$ cat config.mk
export PLATFORM = sky130hd
export DESIGN_NAME = command_decoder_fifo
export DESIGN_NICKNAME = d
export VERILOG_FILES = /design/src/rtl/command_decoder_fifo.sv
export SDC_FILE = /design/constraint.sdc
export NUM_CORES = 1
export LEC_CHECK = 0
export ABC_CLOCK_PERIOD_IN_PS = 2510
export BUFFER_PORTS_ARGS = -buffer_cell sky130_fd_sc_hd__buf_2
export CORE_MARGIN = 2
export CORE_UTILIZATION = 55
export DETAILED_ROUTE_END_ITERATION = 8
export PLACE_DENSITY = 0.75
export SLEW_MARGIN = 20
export SYNTH_ARGS = -nofsm -noshare
export SYNTH_HDL_FRONTEND = slang
export SYNTH_SLANG_ARGS = --single-unit
$ cat constraint.sdc
create_clock -name clk -period 2.51 [get_ports clk]
set_input_delay 0.1255 -clock clk [delete_from_list [all_inputs] [get_ports clk]]
set_output_delay 0.1255 -clock clk [all_outputs]
set_load 0.02 [all_outputs]
$ cat src/rtl/command_decoder_fifo.sv
// Pixel-write command decoder: queues {row, column, pixel, layer} commands in a small FIFO,
// drains them to the VRAM write port, and can fill an entire layer with one pixel value.
module command_decoder_fifo #(
    parameter int COL_W  = 6,
    parameter int ROW_W  = 6,
    parameter int PX_W   = 8,
    parameter int LAYERS = 4,
    parameter int DEPTH  = 4,
    localparam int ADDR_W  = ROW_W + COL_W,
    localparam int LAYER_W = (LAYERS > 1) ? $clog2(LAYERS) : 1
) (
    input  logic               clk,
    input  logic               rst,
    input  logic               in_write,
    input  logic [PX_W-1:0]    in_px_data,
    input  logic [COL_W-1:0]   in_column,
    input  logic [ROW_W-1:0]   in_row,
    input  logic [LAYER_W-1:0] in_layer,
    input  logic               in_clear,
    input  logic               in_VRAM_available,
    output logic               out_write_available,
    output logic               out_write,
    output logic [ADDR_W-1:0]  out_addr,
    output logic [PX_W-1:0]    out_px_data,
    output logic [LAYER_W-1:0] out_layer,
    output logic               out_busy,
    output logic               out_clear_done
);

    localparam int PTR_W = $clog2(DEPTH);
    localparam logic [PTR_W:0]   FULL_CNT  = (PTR_W+1)'(DEPTH);
    localparam logic [PTR_W:0]   ONE_CNT   = (PTR_W+1)'(1);
    localparam logic [LAYER_W:0] LAYER_LIM = (LAYER_W+1)'(LAYERS);

    typedef enum logic [1:0] {IDLE, DRAIN, CLEAR} state_t;
    state_t state;

    logic [ADDR_W-1:0]  fifo_addr  [DEPTH];
    logic [PX_W-1:0]    fifo_px    [DEPTH];
    logic [LAYER_W-1:0] fifo_layer [DEPTH];
    logic [PTR_W-1:0]   wr_ptr;
    logic [PTR_W-1:0]   rd_ptr;
    logic [PTR_W:0]     count;

    logic [ADDR_W-1:0]  clr_cnt;
    logic [PX_W-1:0]    clr_px;
    logic [LAYER_W-1:0] clr_layer;

    logic accept;
    logic push;
    logic pop;
    logic fifo_empty;

    // Commands aimed at a non-existent layer are accepted (handshake completes) but never stored.
    assign fifo_empty          = (count == '0);
    assign out_write_available = rst && (state == IDLE) && (count != FULL_CNT);
    assign accept              = in_write && out_write_available;
    assign push                = accept && ({1'b0, in_layer} < LAYER_LIM);
    assign pop                 = (state != CLEAR) && !fifo_empty && in_VRAM_available;
    assign out_busy            = (state != IDLE);

    always_ff @(posedge clk) begin
        if (push) begin
            fifo_addr[wr_ptr]  <= {in_row, in_column};
            fifo_px[wr_ptr]    <= in_px_data;
            fifo_layer[wr_ptr] <= in_layer;
        end
    end

    always_ff @(posedge clk) begin
        if (!rst) begin
            state          <= IDLE;
            wr_ptr         <= '0;
            rd_ptr         <= '0;
            count          <= '0;
            clr_cnt        <= '0;
            clr_px         <= '0;
            clr_layer      <= '0;
            out_write      <= 1'b0;
            out_addr       <= '0;
            out_px_data    <= '0;
            out_layer      <= '0;
            out_clear_done <= 1'b0;
        end else begin
            out_write      <= 1'b0;
            out_clear_done <= 1'b0;

            if (push) begin
                wr_ptr <= wr_ptr + PTR_W'(1);
            end
            if (pop) begin
                rd_ptr      <= rd_ptr + PTR_W'(1);
                out_write   <= 1'b1;
                out_addr    <= fifo_addr[rd_ptr];
                out_px_data <= fifo_px[rd_ptr];
                out_layer   <= fifo_layer[rd_ptr];
            end

            case ({push, pop})
                2'b10:   count <= count + ONE_CNT;
                2'b01:   count <= count - ONE_CNT;
                default: ;
            endcase

            case (state)
                IDLE: begin
                    if (in_clear) begin
                        clr_layer <= in_layer;
                        clr_px    <= in_px_data;
                        clr_cnt   <= '0;
                        state     <= (accept || !fifo_empty) ? DRAIN : CLEAR;
                    end
                end
                DRAIN: begin
                    if (fifo_empty || (pop && count == ONE_CNT)) begin
                        state <= CLEAR;
                    end
                end
                CLEAR: begin
                    // A fill of a non-existent layer completes at once without touching VRAM.
                    if ({1'b0, clr_layer} >= LAYER_LIM) begin
                        out_clear_done <= 1'b1;
                        state          <= IDLE;
                    end else if (in_VRAM_available) begin
                        out_write   <= 1'b1;
                        out_addr    <= clr_cnt;
                        out_px_data <= clr_px;
                        out_layer   <= clr_layer;
                        clr_cnt     <= clr_cnt + ADDR_W'(1);
                        if (&clr_cnt) begin
                            out_clear_done <= 1'b1;
                            state          <= IDLE;
                        end
                    end
                end
                default: state <= IDLE;
            endcase
        end
    end

endmodule

* After elaboration in Yosys (flattened, before gate mapping)
Memories as Yosys holds them, arrays and structs flattened. A register that Yosys moved wholly into a read port is not among the register bits.
Index checks and enable logic that the tools add are counted.
** Storage, ports and cells
- Bits in read-only memories :: 0
- Bits in latches :: 0
- Input bits :: 27
- Bits in writable memories :: 88
- Output and inout bits :: 26
- Memories kept :: 3
- Register bits :: 55
- Logic and storage cells :: 81
** Memories
- fifo_addr :: depth 4, width 12, rd ports 1, clocked after Yosys merged registers in 1, write ports 1, RTL line 38 : logic [ADDR_W-1:0] fifo_addr [DEPTH];
- fifo_px :: depth 4, width 8, rd ports 1, clocked after Yosys merged registers in 1, write ports 1, RTL line 39 : logic [PX_W-1:0] fifo_px [DEPTH];
- fifo_layer :: depth 4, width 2, rd ports 1, clocked after Yosys merged registers in 1, write ports 1, RTL line 40 : logic [LAYER_W-1:0] fifo_layer [DEPTH];
** Operators by class
- Equal/unequal tests :: 11
- Muxes and demuxes :: 31
- Order comparisons :: 0
- Div/mod/pow operators :: 0
- Shifts and indexed selects :: 0
- $add $sub $neg :: 5
- Multiply operators :: 0
- Bitwise logic cells :: 0
- Reductions and logical operators :: 19
** Operator list (count)
- $mux W12 :: 5
- $mux W2 :: 14
- $mux W8 :: 3
- $pmux W12 S2 :: 1
- $add A12 B1 Y12 const B :: 1
- $reduce_and A12 Y1 :: 1
- $ne A2 B2 Y1 const B :: 5
- $logic_and A1 B1 Y1 :: 6
- $mux W1 :: 6
- $pmux W2 S3 :: 1
- $pmux W3 S2 :: 1
- $reduce_and A3 Y1 :: 2
- $reduce_bool A2 Y1 :: 3
- $add A2 B1 Y2 const B :: 2
- $eq A2 B1 Y1 const B :: 2
- $eq A2 B2 Y1 const B :: 2
- $reduce_and A4 Y1 :: 1
- $add A3 B1 Y3 const B :: 1
- $eq A3 B1 Y1 const B :: 1
- $logic_not A3 Y1 :: 1
- $ne A3 B3 Y1 const B :: 1
- $sub A3 B1 Y3 const B :: 1
- $logic_not A2 Y1 :: 1
- $logic_or A1 B1 Y1 :: 2
- 2 further kinds :: 2

* Logic depth before layout (Yosys ltp)
- Word-level depth :: 8
- Gate-level depth with buffers :: 8
- Gate-level depth less buffers :: 8

* Least setup slack after synthesis
Ideal clock, no wire load.
- Kind :: reg-to-reg
- From :: register count[0]
- To :: memory fifo_addr[2][0] (netlist bit) (enable)
- Arrival :: 1718 ps
- Stages on the path, launching flop included :: 6
- Setup time :: 381 ps
- Clock period less this slack :: 2099 ps
- Setup slack :: 411 ps
- Cells stage by stage :: dfxtp_1 inv_1 ha_1 nand2_1 and3_1 and3_1
** Between the ends
- Cells in the longest elaborated chain, start to end :: 5
** RTL lines
- start, declared :: RTL line 43 : logic [PTR_W:0] count;
- start signal, assigned :: RTL line 100 : 2'b10: count <= count + ONE_CNT;
- start signal, assigned :: RTL line 101 : 2'b01: count <= count - ONE_CNT;
- $ne A3 B3 Y1 :: RTL line 56 : assign out_write_available = rst && (state == IDLE) && (count != FULL_CNT);
- $logic_and A1 B1 Y1 :: RTL line 56
- named net out_write_available :: RTL line 21 : output logic out_write_available,
- $logic_and A1 B1 Y1 :: RTL line 57 : assign accept = in_write && out_write_available;
- $mux W1 :: RTL line 63 : if (push) begin
- $mux W1 (not written as such) :: RTL line 64 : fifo_addr[wr_ptr] <= {in_row, in_column};
- end, declared :: RTL line 38
The timed path passes the listed nets, and every way through them passes these cells.

* Worst setup path after layout
- From :: register count[1]
- To :: register out_addr[3]
** Between the ends
- Cells in the longest elaborated chain, start to end :: 7
** RTL lines
- $logic_not A3 Y1 (*) :: RTL line 55 : assign fifo_empty = (count == '0);
- $logic_not A1 Y1 (*) :: RTL line 59 : assign pop = (state != CLEAR) && !fifo_empty && in_VRAM_available;
- $logic_and A1 B1 Y1 (*) (2 in a row) :: RTL line 59
- $mux W12 (*) :: RTL line 91 : if (pop) begin
- $mux W12 :: RTL line 124 : end else if (in_VRAM_available) begin
- $mux W12 (*) :: RTL line 105 : case (state)
- end signal, assigned :: RTL line 94 : out_addr <= fifo_addr[rd_ptr];
- end signal, assigned :: RTL line 126 : out_addr <= clr_cnt;
- end, declared :: RTL line 23 : output logic [ADDR_W-1:0] out_addr,
Every way passes the cells marked *; elsewhere a longest branch is shown, timed or not.
A chain may end at the register's enable or synchronous reset.

==> flow_summary.toml <==
[min_path]
hold_depth = 4
holdPathEnd = "state[1]"
hp-start = "in_write"
hold_path.class = "in -> reg"

[grt]
grt-ovfl-total = 0
grt_pass1_wl_um = 18700
grt_pass1_vias = 3528
grt.total_usage_pct = 22.5
grt_max_degree = 23
antenna_found_initial = 0

[floorplanning]
die_y_um = 105
rows = 36
start_util_pct = 57.1
io_pins = 53
core_mm2 = 0.00982
die_w_um = 105
fp.dieArea_mm2 = 0.0110

[timing]
relSlewSlack_pct = 35.9
finalCriticalPeriod_ps = 2100
worstMarginPinSlew_ps = 961
clock.fmax_mhz = 477
clock_skew_ps = 8.31
rsz0062_at_grt = "no"
finalSetupViolCount = 0
hold_violations = 0
setup_tns_ps = 0
period_share_pct = 83.5
finalMaxSlewViolations = 0

[setup_path]
path_buf_inv = 1
arrival_ps = 2550
rr_startpoint = "count[1]"
slowest_delay_ps = 780
reg2regPathDepth = 6
ff2ff_setup_slack_ps = 410
critPathLaunchType = "flop"
crit_chain = "inv_1 > ha_1 > nand2b_1 > o21ai_1 > and2_1 > a221o_1"
required_ps = 2970
crit_type = "reg -> reg"
worst_path_max_delay_cell = "and2_1"
critPathTopFamily = "simple AND/OR/NAND/NOR gates"
cp_max_fo = 21
endpoint_kind = "flop"
r2r_end = "out_addr[3]"

[yosys]
synth-xor-area-share_pct = 1.72
synth_area_mm2 = 0.00561
synth_edf_count = 88
synth_simple_gate_area_share_pct = 9.42
yosys.area.top_type = "edfxtp_1"
synth_top_family_by_area = "simple AND/OR/NAND/NOR gates"
synthCells = 374
yosys-top-cells-area = "edfxtp_1 47%, dfxtp_1 20%, mux4_2 8.8%"
yosys.cell_count.top_type = "edfxtp_1"
yosysTopAreaCellShare_pct = 47.1
avgSynthCellArea_um2 = 15.0
ys_top_cells_by_count = "88 x edfxtp_1, 57 x dfxtp_1, 28 x nand2_1"
yosysWarnings = 0
synth_nets = 411
synth_fa_ha_area_share_pct = 2.23
ys_seq_area_share_pct = 67.5
async_reset_ff_share_pct = 0
synth.mux.area_fraction_pct = 9.37
synth-main-ff-cell = "edfxtp_1"
ys_ff_latch = 145
synth_compound_area_share_pct = 7.88
yosysUniqueCellTypes = 43

[route]
drtAntennaViolNets = 0
routed_via_density = 5.73
drt-initial-drc-count = 251
dr.pass1.iters = 5
wl_per_cell_um = 19.1
drt_wl_total_um = 11700
drc = 0
vias = 3504

[clocking]
max-clock-path-buffers = 2
root_buffer = "clkbuf_8"
cts-htree-levels = 4
clock_latency_ps = 520
cts.sinks = 145
clk_pin_slew_ps = 60
cts_buffers = 17
cts_resized = 0
cts_tree = "built"

[job]
maxCapViolCount = 0

[layout]
drive_gt1_share_pct = 24.9
syn_to_final_growth_pct = 22.3
nNetsFinal = 502
antennaDiodeCount = 0
final_core_util_pct = 69.9
regArea_mm2 = 0.00378
multiInputGateArea_mm2 = 0.00172
nFillCells = 695

[place]
place_hpwl_um = 6950
portBuffers = 52
gp_congestion = 0.783

[power_and_ir_drop]
p_per_area_mw_per_mm2 = 998
power_switching_share_pct = 29.5
pwr-share-comb_pct = 22.7
power_frac_clock_pct = 34.1
p_int_w = 0.00482
ir_drop_v = 0.000667
seqPwrFrac_pct = 43.2
switchingPower_w = 0.00202
p_leak_nw = 2.49

[outcome]
outcome = "complete, no violations"
per-stage QoR:
stage | total power (W) | setup WS [ps] | hold WS (ps) | cell area [um^2] | std cells
after floorplan | 0.00407 | 411 | 224 | 5610 | 374
after global placement | 0.00448 | 543 | 335 | 6060 | 554
after detailed placement | 0.00452 | 439 | 344 | 6060 | 554
after CTS | 0.00688 | 422 | 78.9 | 6860 | 611
after global routing | 0.00715 | 216 | 116 | 6860 | 611
final | 0.00684 | 414 | 106 | 6860 | 611
logic make-up after synthesis:
family	Yosys count
flops	145
fa+ha+maj	10
mux	25
buf+inv	25
xor+xnor	11
simple gates	101
compound gates	57
worst max-delay path by stage:
| stage | slack (ps) | cells past startpoint | end | start |
|---|---|---|---|---|
| 3_3_place_gp | 540 | 6 | out_addr[7] | count[0] |
| 3_5_place_dp | 440 | 6 | out_addr[3] | count[1] |
| 6_report | 410 | 6 | out_addr[3] | count[1] |
| 4_1_cts | 420 | 6 | out_addr[3] | count[1] |
| 2_1_floorplan | 410 | 5 | fifo_addr[2][0] | count[0] |
| 5_1_grt | 220 | 6 | out_addr[3] | count[1] |
area by class of cell:
type | instances | area share, %
inverter | 8 | 0.438
multi-input combinational | 204 | 25.0
clock buffer | 18 | 6.09
sequential | 145 | 55.2
timing repair buffer | 89 | 8.94
clock inverter | 14 | 1.92
tap | 133 | 2.43
placed cells by master, fill, tap and decap left out, types with 16 or more instances in the layout:
cell type and count:
a221o_1 21, buf_2 52, clkbuf_16 16, dfxtp_1 57
dlygate4sd3_1 25, edfxtp_1 88, mux4_2 22, nand2_1 28
nor2_1 20, nor2b_1 22
tightest hold or removal path: stages:
cell      delay [ps]
buf_2            130
nand2b_1         130
o22a_1           130
o31ai_1           60
power by group through the flow:
stage / combinational (W) / sequential (W) / clock (W)
2_1_floorplan: 0.000991 / 0.00308 / 0
3_3_place_gp: 0.00149 / 0.00299 / 0
3_5_place_dp: 0.00152 / 0.00300 / 0
4_1_cts: 0.00157 / 0.00296 / 0.00236
5_1_grt: 0.00171 / 0.00298 / 0.00246
6_report: 0.00155 / 0.00296 / 0.00234
state kept, by name, indices dropped and copies added, names as in the netlist, 3 cells and up, named ones only:
register,flops
out_addr,12
clr_px,8
out_px_data,8
fifo_layer,8
fifo_px,32
clr_cnt,12
count,3
fifo_addr,48
layer usage:
metal | vias up | part of all wire [%] | track usage (%)
met2 | 127 | 50 | 36.3
met4 | 0 | 1.1 | 7.33
met3 | 14 | 6.5 | 5.61
li1 | 1618 | - | -
met5 | - | 0 | 0
met1 | 1745 | 42 | 30.3
timing repair:
action / in CTS / in global routing
setup buffers: 0 / 0
hold buffers: 25 / 0
hold endpoints to repair: 106 / 0
Power figures use the tool's default switching activity.
